### src/rtl/pong_pkg.sv
// Shared types for the paddle controller: paddle modes, FSM states and
// the extra headroom bits used by the target arithmetic.
package pong_pkg;

    typedef enum logic [1:0] {
        HOLD    = 2'b00,
        TRACK   = 2'b01,
        PREDICT = 2'b10,
        CENTER  = 2'b11
    } paddle_mode_t;

    typedef enum logic [1:0] {
        IDLE  = 2'b00,
        LATCH = 2'b01,
        CALC  = 2'b10,
        DONE  = 2'b11
    } ctrl_state_t;

    // Signed headroom so ball_y + ball_vy*LOOKAHEAD never wraps.
    localparam int EXT_W = 6;

endpackage

### src/rtl/paddle_step.sv
// Combinational single-paddle update: pick a target from the mode, clamp it,
// apply the deadband and step limit, then clamp the new centre to the screen.
module paddle_step
    import pong_pkg::*;
#(
    parameter int COORD_W            = 16,
    parameter int HALF_PADDLE_HEIGHT = 50,
    parameter int SCREEN_HEIGHT      = 480,
    parameter int MAX_STEP           = 5,
    parameter int DEADBAND           = 4,
    parameter int LOOKAHEAD          = 8
) (
    input  paddle_mode_t       mode_i,
    input  logic [COORD_W-1:0] ball_y_i,
    input  logic [COORD_W-1:0] ball_vy_i,
    input  logic [COORD_W-1:0] center_i,
    output logic [COORD_W-1:0] center_o
);

    localparam int AW = COORD_W + EXT_W;
    typedef logic signed [AW-1:0] arith_t;

    localparam arith_t SCREEN_MAX = arith_t'(SCREEN_HEIGHT - 1);
    localparam arith_t SCREEN_MID = arith_t'(SCREEN_HEIGHT / 2);
    localparam arith_t CENTER_LO  = arith_t'(HALF_PADDLE_HEIGHT);
    localparam arith_t CENTER_HI  = arith_t'(SCREEN_HEIGHT - 1 - HALF_PADDLE_HEIGHT);
    localparam arith_t STEP_MAX   = arith_t'(MAX_STEP);
    localparam arith_t DEAD       = arith_t'(DEADBAND);
    localparam arith_t LOOK       = arith_t'(LOOKAHEAD);

    arith_t ball_y_s, ball_vy_s, center_s;
    arith_t predicted, target, diff, magnitude, step, moved;

    always_comb begin
        // NOTE: every combinational variable gets a default first so no path
        // through the case/if tree can leave it unassigned and infer a latch.
        ball_y_s  = {{EXT_W{1'b0}}, ball_y_i};
        ball_vy_s = {{EXT_W{ball_vy_i[COORD_W-1]}}, ball_vy_i};
        center_s  = {{EXT_W{1'b0}}, center_i};
        target    = center_s;
        step      = '0;
        moved     = center_s;

        predicted = ball_y_s + ball_vy_s * LOOK;
        if (predicted < 0)               predicted = '0;
        else if (predicted > SCREEN_MAX) predicted = SCREEN_MAX;

        case (mode_i)
            HOLD:    target = center_s;
            TRACK:   target = ball_y_s;
            PREDICT: target = predicted;
            CENTER:  target = SCREEN_MID;
            default: target = center_s;
        endcase

        diff      = target - center_s;
        magnitude = (diff < 0) ? -diff : diff;

        if (magnitude > DEAD) begin
            step  = (magnitude > STEP_MAX) ? STEP_MAX : magnitude;
            moved = (diff < 0) ? center_s - step : center_s + step;
        end

        if (moved < CENTER_LO)      moved = CENTER_LO;
        else if (moved > CENTER_HI) moved = CENTER_HI;

        center_o = moved[COORD_W-1:0];
    end

endmodule

### src/rtl/paddle_controller.sv
// Frame-driven paddle controller: latches the ball state on frame_tick and
// updates one paddle per cycle through a single shared paddle_step.
module paddle_controller
    import pong_pkg::*;
#(
    parameter int COORD_W            = 16,
    parameter int NUM_PADDLES        = 2,
    parameter int HALF_PADDLE_HEIGHT = 50,
    parameter int SCREEN_HEIGHT      = 480,
    parameter int MAX_STEP           = 5,
    parameter int DEADBAND           = 4,
    parameter int LOOKAHEAD          = 8
) (
    input  logic                           clk,
    input  logic                           rst,
    input  logic                           frame_tick,
    input  logic [COORD_W-1:0]             ball_y,
    input  logic [COORD_W-1:0]             ball_vy,
    input  logic [2*NUM_PADDLES-1:0]       mode,
    output logic [COORD_W*NUM_PADDLES-1:0] paddle_y,
    output logic                           busy,
    output logic                           update_done,
    output logic                           overrun
);

    localparam int K_W = (NUM_PADDLES > 1) ? $clog2(NUM_PADDLES) : 1;
    localparam logic [K_W-1:0]     K_LAST   = K_W'(NUM_PADDLES - 1);
    localparam logic [COORD_W-1:0] MID_Y    = COORD_W'(SCREEN_HEIGHT / 2);

    ctrl_state_t                state_q;
    logic [K_W-1:0]             k_q;
    logic [COORD_W-1:0]         paddle_q [NUM_PADDLES];
    logic [COORD_W-1:0]         ball_y_q, ball_vy_q;
    logic [2*NUM_PADDLES-1:0]   mode_q;
    logic                       busy_q, done_q, overrun_q;
    logic [COORD_W-1:0]         step_center;
    paddle_mode_t               step_mode;

    assign step_mode = paddle_mode_t'(mode_q[2*k_q +: 2]);

    paddle_step #(
        .COORD_W           (COORD_W),
        .HALF_PADDLE_HEIGHT(HALF_PADDLE_HEIGHT),
        .SCREEN_HEIGHT     (SCREEN_HEIGHT),
        .MAX_STEP          (MAX_STEP),
        .DEADBAND          (DEADBAND),
        .LOOKAHEAD         (LOOKAHEAD)
    ) u_step (
        .mode_i   (step_mode),
        .ball_y_i (ball_y_q),
        .ball_vy_i(ball_vy_q),
        .center_i (paddle_q[k_q]),
        .center_o (step_center)
    );

    // NOTE: sequential state is written only with non-blocking assignments so
    // every register samples pre-edge values regardless of statement order.
    always_ff @(posedge clk or negedge rst) begin
        if (!rst) begin
            state_q   <= IDLE;
            k_q       <= '0;
            ball_y_q  <= '0;
            ball_vy_q <= '0;
            mode_q    <= '0;
            busy_q    <= 1'b0;
            done_q    <= 1'b0;
            overrun_q <= 1'b0;
            // NOTE: the paddle array is a handful of flops, not a RAM, so it is
            // reset; an aborted update must leave no half-moved paddle behind.
            for (int i = 0; i < NUM_PADDLES; i++) paddle_q[i] <= MID_Y;
        end else begin
            if (frame_tick && state_q != IDLE) overrun_q <= 1'b1;

            case (state_q)
                IDLE: begin
                    if (frame_tick) begin
                        state_q <= LATCH;
                        busy_q  <= 1'b1;
                    end
                end
                LATCH: begin
                    ball_y_q  <= ball_y;
                    ball_vy_q <= ball_vy;
                    mode_q    <= mode;
                    k_q       <= '0;
                    state_q   <= CALC;
                end
                CALC: begin
                    paddle_q[k_q] <= step_center;
                    if (k_q == K_LAST) begin
                        state_q <= DONE;
                        done_q  <= 1'b1;
                    end else begin
                        k_q <= k_q + 1'b1;
                    end
                end
                DONE: begin
                    state_q <= IDLE;
                    busy_q  <= 1'b0;
                    done_q  <= 1'b0;
                end
                default: state_q <= IDLE;
            endcase
        end
    end

    for (genvar i = 0; i < NUM_PADDLES; i++) begin : g_out
        assign paddle_y[i*COORD_W +: COORD_W] = paddle_q[i];
    end

    assign busy        = busy_q;
    assign update_done = done_q;
    assign overrun     = overrun_q;

endmodule

### config.mk
export PLATFORM = sky130hd
export DESIGN_NAME = paddle_controller
export DESIGN_NICKNAME = d
export VERILOG_FILES = /design/src/rtl/pong_pkg.sv /design/src/rtl/paddle_step.sv /design/src/rtl/paddle_controller.sv
export SDC_FILE = /design/constraint.sdc
export NUM_CORES = 1
export LEC_CHECK = 0
export CORE_MARGIN = 1
export CORE_UTILIZATION = 55
export DETAILED_ROUTE_END_ITERATION = 16
export PLACE_DENSITY = 0.78
export SLEW_MARGIN = 20
export SYNTH_ARGS = -nofsm -noshare
export SYNTH_HDL_FRONTEND = slang
export SYNTH_SLANG_ARGS = --single-unit
### constraint.sdc
create_clock -name clk -period 26.3 [get_ports clk]
set_clock_uncertainty 0.2 [all_clocks]
set_input_delay 3.945 -clock clk [delete_from_list [all_inputs] [get_ports clk]]
set_output_delay 3.945 -clock clk [all_outputs]
set_load 0.03 [all_outputs]
==> impl_metrics.tcl, run 1 <==
set metrics [dict create \
    status "finished, final reports clean" \
    final_area_sq_um 8205 \
    crit_path_start_kind "flip-flop" \
    grt_overflow_total 0 \
    synthTopCellsByArea "dfrtp_1 (24%), ha_1 (8.9%), mux2_2 (6.4%)" \
    final.period_utilization_pct 42.99 \
    avgSynthCellArea_sq_um 8.631 \
    nets 971 \
    drv_slew 0 \
    yosys_warnings 0 \
    multi_input_area_sq_um 4895 \
    clk_latency_ns 0.34 \
    drive_gt1_share_pct 11.54 \
    drv_cap 0 \
    diodes 0 \
    gp_congestion 0.9859 \
    post-cts-setup-buffer-count 0 \
    path_clk_slew_ns 0.06 \
    drc 0 \
    root_buffer "clkbuf_16" \
    area.growth.synth_to_final_pct 16.94 \
    synth_edf_count 0 \
    dr_total_vias 6743 \
    grt_pass1_vias 6462 \
    hold_viol_final 0 \
    placed_cell_area_sq_um 7906 \
    timing.final.ws_setup_ns 14.99 \
    portBuffers 73 \
    grt_pass1_wl_um 32570 \
    rrSetupSlack_ns 14.99 \
    met3_usage_pct 5.271 \
    end_kind "flip-flop" \
    yosysMostFrequentCell "nor2_1" \
    hp-class "flip-flop to flip-flop" \
    min_period_ns 11.31 \
    syn-instance-count 813 \
    syn-num-nets 905 \
    die_w_um 115.0 \
    antenna_found_initial 0 \
    std_cell_rows 40 \
    yosysTopAreaCell "dfrtp_1" \
    grt_max_degree 75 \
    hpwl_um 15580 \
    fmax_mhz 88.45 \
    slew_headroom_pct 39.15 \
    cts_resized 0 \
    fin_hold_ws_ns 0.2610 \
    grt_use_met1_pct 43.57 \
    worstPathRequired_ns 26.37 \
    clockBufferDepth 2 \
    cp_max_fo 8 \
    syn-cell-area_sq_um 7017 \
    fin_tns_setup_ns 0 \
    antenna_left 0 \
    yosys-top-cells-count "nor2_1 (73), dfrtp_1 (66), nand2_1 (65)" \
    min_path_cells 1 \
    core_area_sq_um 12210 \
    crit_path_frequent_cell "o21ai_0" \
    vias_per_cell 6.410 \
    synthArstFlopShare_pct 100.0 \
    post_drt_wl_per_cell_um 18.82 \
    critical_path_class "flip-flop to flip-flop" \
    first_pass_iters 5 \
    fillers 1038 \
    grt.busiest_layer "met2" \
    ys.flop_type "dfrtp_1" \
    yosysSeqAreaShare_pct 26.53 \
    cts_buffers 9 \
    dieArea_sq_um 13210 \
    wirelength_um 19800 \
    setup_violations 0 \
    drtIter0Drc 602 \
    htree_num_levels 3 \
    ys_seq_elements 74 \
    cts_tree "done" \
    cts_sinks 74 \
    use_met2_pct 47.67 \
    track_usage_pct 31.43 \
    rsz0062_at_grt "no" \
    max_stage_delay_ns 0.57 \
    synth_top_area_share_pct 23.54 \
    ff_latch_area_sq_um 1862 \
    ys_types 92 \
    cp.arrival_ns 11.37 \
    cts_hold_buffers 0 \
    worst_pin_slew_ns 0.8873 \
    fp.dieH_um 115.0 \
    pre_cts_slack_ns 15.06 \
    reg2regPathDepth 43 \
    cp_slowest_cell "or4_1" \
    start_util_pct 57.46 \
    pin_count 74 \
]
per-stage QoR:
step	utilization (%)	instances
3_5_place_dp	64.74	1036
6_report	67.19	1052
2_1_floorplan	-	813
4_1_cts	67.16	1052
5_1_grt	67.19	1052
3_3_place_gp	64.74	1036
cell families after synthesis:
kind of cell    count (synthesis)  synth area share [%]
buf+inv                        67                 3.816
xor+xnor                       23                 2.871
fa+ha+maj                      53                 9.772
compound gates                254                 26.59
flops                          74                 26.53
mux                            65                 9.986
simple gates                  277                 20.44
cell type report:
type / count / share of cell area (%)
Inverter: 40 / 1.830
Tap cell: 168 / 2.562
Sequential cell: 74 / 22.69
Clock buffer: 10 / 2.790
Timing Repair Buffer: 82 / 9.668
Multi-Input combinational cell: 672 / 59.65
Clock inverter: 6 / 0.8082
final timing paths:
path                                endpoint         from
worst max register to register  paddle_y[21]  ball_y_q[3]
worst min register to register       overrun      overrun
max in group asynchronous        ball_y_q[2]          rst
worst min-delay path                 overrun      overrun
min in group asynchronous         state_q[0]          rst
worst max-delay path            paddle_y[21]  ball_y_q[3]
layer usage:
layer,vias to the layer above,wire [um],part of all wire [%]
met1,3201,9061,46
li1,3215,-,-
met5,-,0,0
met2,274,8652,44
met3,53,1323,6.7
met4,0,766,3.9
critical path, delay by kind of cell, from the launching register on:
| kind | cells | cell delay, ns |
|---|---|---|
| AO/OA/AOI/OAI | 24 | 5.25 |
| XOR/XNOR | 1 | 0.18 |
| adder cells (fa/ha/maj) | 6 | 1.81 |
| buffers and inverters | 2 | 0.13 |
| flip-flops | 1 | 0.40 |
| multiplexers | 1 | 0.29 |
| AND/OR/NAND/NOR | 9 | 2.96 |
cells in the final DEF, fill, tap and decap left out, types with 10 or more instances in the layout:
master,synthesis,routed
nor2_1,73,73
clkdlybuf4s50_1,0,72
dfrtp_1,66,66
nand2_1,65,65
ha_1,50,50
inv_1,40,40
mux2_2,40,40
o21ai_0,37,37
a21oi_1,38,37
mux2i_1,25,24
a211oi_1,23,23
a21o_1,22,22
and2_1,19,19
nor3_1,17,17
o211ai_1,15,15
nand3_1,15,15
nand4_1,13,13
xor2_1,12,12
nand2b_1,11,11
a31oi_1,11,11
xnor2_1,11,11
o31ai_1,10,10
sequential cells by signal, summed over array words and instances (netlist names):
signal,cells
paddle_y,32
ball_vy_q,16
ball_y_q,16
mode_q,4
state_q,2
busy,1
k_q,1
overrun,1
update_done,1
Power of run 1 is not shown: default switching activity piles up to over one toggle a cycle in this logic, so the estimate is an artifact.
==> run 2: changes to the inputs <==
==> constraint.sdc (replaced) <==
create_clock -name clk -period 11 [get_ports clk]
set_clock_uncertainty 0.2 [all_clocks]
set_input_delay 1.65 -clock clk [delete_from_list [all_inputs] [get_ports clk]]
set_output_delay 1.65 -clock clk [all_outputs]
set_load 0.03 [all_outputs]
==> run 2 against run 1 <==
Against the previous run: via count increased by 3.1%; sequential share of layout area is 1.0 points lower; non-clock buffer count is 23 higher; flip-flop and latch count unchanged; routed wire length increased by 6.3%; first-iteration DRC count grew 0.50%; count of clock-buffer cells in the layout is 2 higher; maximum frequency increased by 5.7%.
==> impl_metrics.tcl, run 2 (same netlist as run 1, synthesis figures left out) <==
set metrics [dict create \
    setup_violations 0 \
    critical_path_class "flip-flop to flip-flop" \
    worst_pin_slew_ns 1.165 \
    grt_max_degree 75 \
    cp_slowest_cell "or4b_4" \
    std_cell_rows 40 \
    fp.dieH_um 115.0 \
    max_stage_delay_ns 0.57 \
    pre_cts_slack_ns -0.05514 \
    core_area_sq_um 12210 \
    pin_count 74 \
    final.period_utilization_pct 97.22 \
    end_kind "flip-flop" \
    htree_num_levels 3 \
    gp_congestion 0.9617 \
    grt_overflow_total 0 \
    fillers 981 \
    clk_latency_ns 0.34 \
    cts_sinks 74 \
    reg2regPathDepth 43 \
    fmax_mhz 93.51 \
    cts_buffers 9 \
    timing.final.ws_setup_ns 0.3054 \
    final_cell_mix "nor2_1 (72), clkdlybuf4s50_1 (72), dfrtp_1 (66)" \
    holdCritStartpoint "overrun" \
    drtIter0Drc 605 \
    min_period_ns 10.69 \
    cp_max_fo 8 \
    nets 994 \
    crit_path_frequent_cell "o21ai_1" \
    rrSetupSlack_ns 0.31 \
    grt_pass1_vias 6575 \
    grt_pass1_wl_um 33230 \
    portBuffers 73 \
    post_drt_wl_per_cell_um 19.58 \
    cts_tree "done" \
    diodes 0 \
    min_path_cells 1 \
    crit_path_start_kind "flip-flop" \
    cp.arrival_ns 10.76 \
    worstPathRequired_ns 11.06 \
    hpwl_um 16180 \
    placed_cell_area_sq_um 8041 \
    path_clk_slew_ns 0.06 \
    hp-class "flip-flop to flip-flop" \
    hold_viol_final 0 \
    reg2reg_from "ball_y_q[3]" \
    vias_per_cell 6.470 \
    cts_hold_buffers 0 \
    drv_cap 0 \
    whs_endpoint "overrun" \
    slew_headroom_pct 21.77 \
    drv_slew 0 \
    dr_total_vias 6955 \
    area.growth.synth_to_final_pct 22.49 \
    antenna_found_initial 0 \
    final_area_sq_um 8594 \
    clockBufferDepth 2 \
    largest_reg_flops 32 \
    wirelength_um 21050 \
    drc 0 \
    drive_gt1_share_pct 16.43 \
    dieArea_sq_um 13210 \
    antenna_left 0 \
    root_buffer "clkbuf_16" \
    first_pass_iters 7 \
    status "finished, final reports clean" \
    start_util_pct 57.46 \
    crit-reg2reg-capture "paddle_y[21]" \
    track_usage_pct 32.31 \
    die_w_um 115.0 \
]
[run 2: changes by cell type in the layout (fill, tap and decap cells not counted), sizes merged]
cell,change
clkbuf,+2
buf,+23
clkinvlp,+2
inv,-1
clkinv,-3
[run 2: worst max path at each step]
stage                startpoint      endpoint  cells after the start
floorplan           ball_y_q[3]   paddle_y[5]                     42
global placement    ball_y_q[3]   paddle_y[5]                     42
detailed placement  ball_y_q[3]   paddle_y[5]                     43
CTS                 ball_y_q[3]   paddle_y[5]                     43
global route        ball_y_q[3]  paddle_y[21]                     43
finish              ball_y_q[3]  paddle_y[21]                     43
[run 2: per-stage QoR]
stage / instances / hold slack [ns] / setup TNS, ns / utilization (%)
floorplan: 813 / 0.2800 / 0 / -
global placement: 1054 / 0.2449 / 0 / 65.85
detailed placement: 1054 / 0.2518 / -0.1723 / 65.85
CTS: 1070 / 0.2718 / 0 / 68.38
global route: 1075 / 0.2930 / -0.2542 / 70.38
finish: 1075 / 0.2754 / 0 / 70.38
[run 2: critical path, delay by kind of cell, from the launching register on]
family	cells	cell delay (ns)
compound gates	23	4.10
xor+xnor	1	0.23
fa+ha+maj	5	1.41
buf+inv	2	0.26
flops	1	0.40
mux	1	0.30
simple gates	11	3.71
[run 2: area by class of cell]
class	count	area (sq um)	share of cell area, %
Multi-Input combinational cell	672	5106	59.41
Sequential cell	74	1862	21.66
Timing Repair Buffer	105	965.9	11.24
Clock buffer	12	246.5	2.868
Tap cell	168	210.2	2.446
Inverter	40	150.1	1.747
Clock inverter	4	53.80	0.6260
[run 2: routing by layer]
layer  routed length [um]  track usage (%)  vias up
li1                     -                -     3258
met1                 9140            43.32     3295
met2                 9497            51.20      345
met3                 1699            6.168       57
met4                  714            13.59        0
met5                    0                0        -
[run 2: repair_timing]
item,in CTS,in global routing
setup buffers,0,5
pin swaps,0,18
setup endpoints to repair,8,18
resized for setup,3,42
cloned,0,0
Power of run 2 is left out for the same reason.
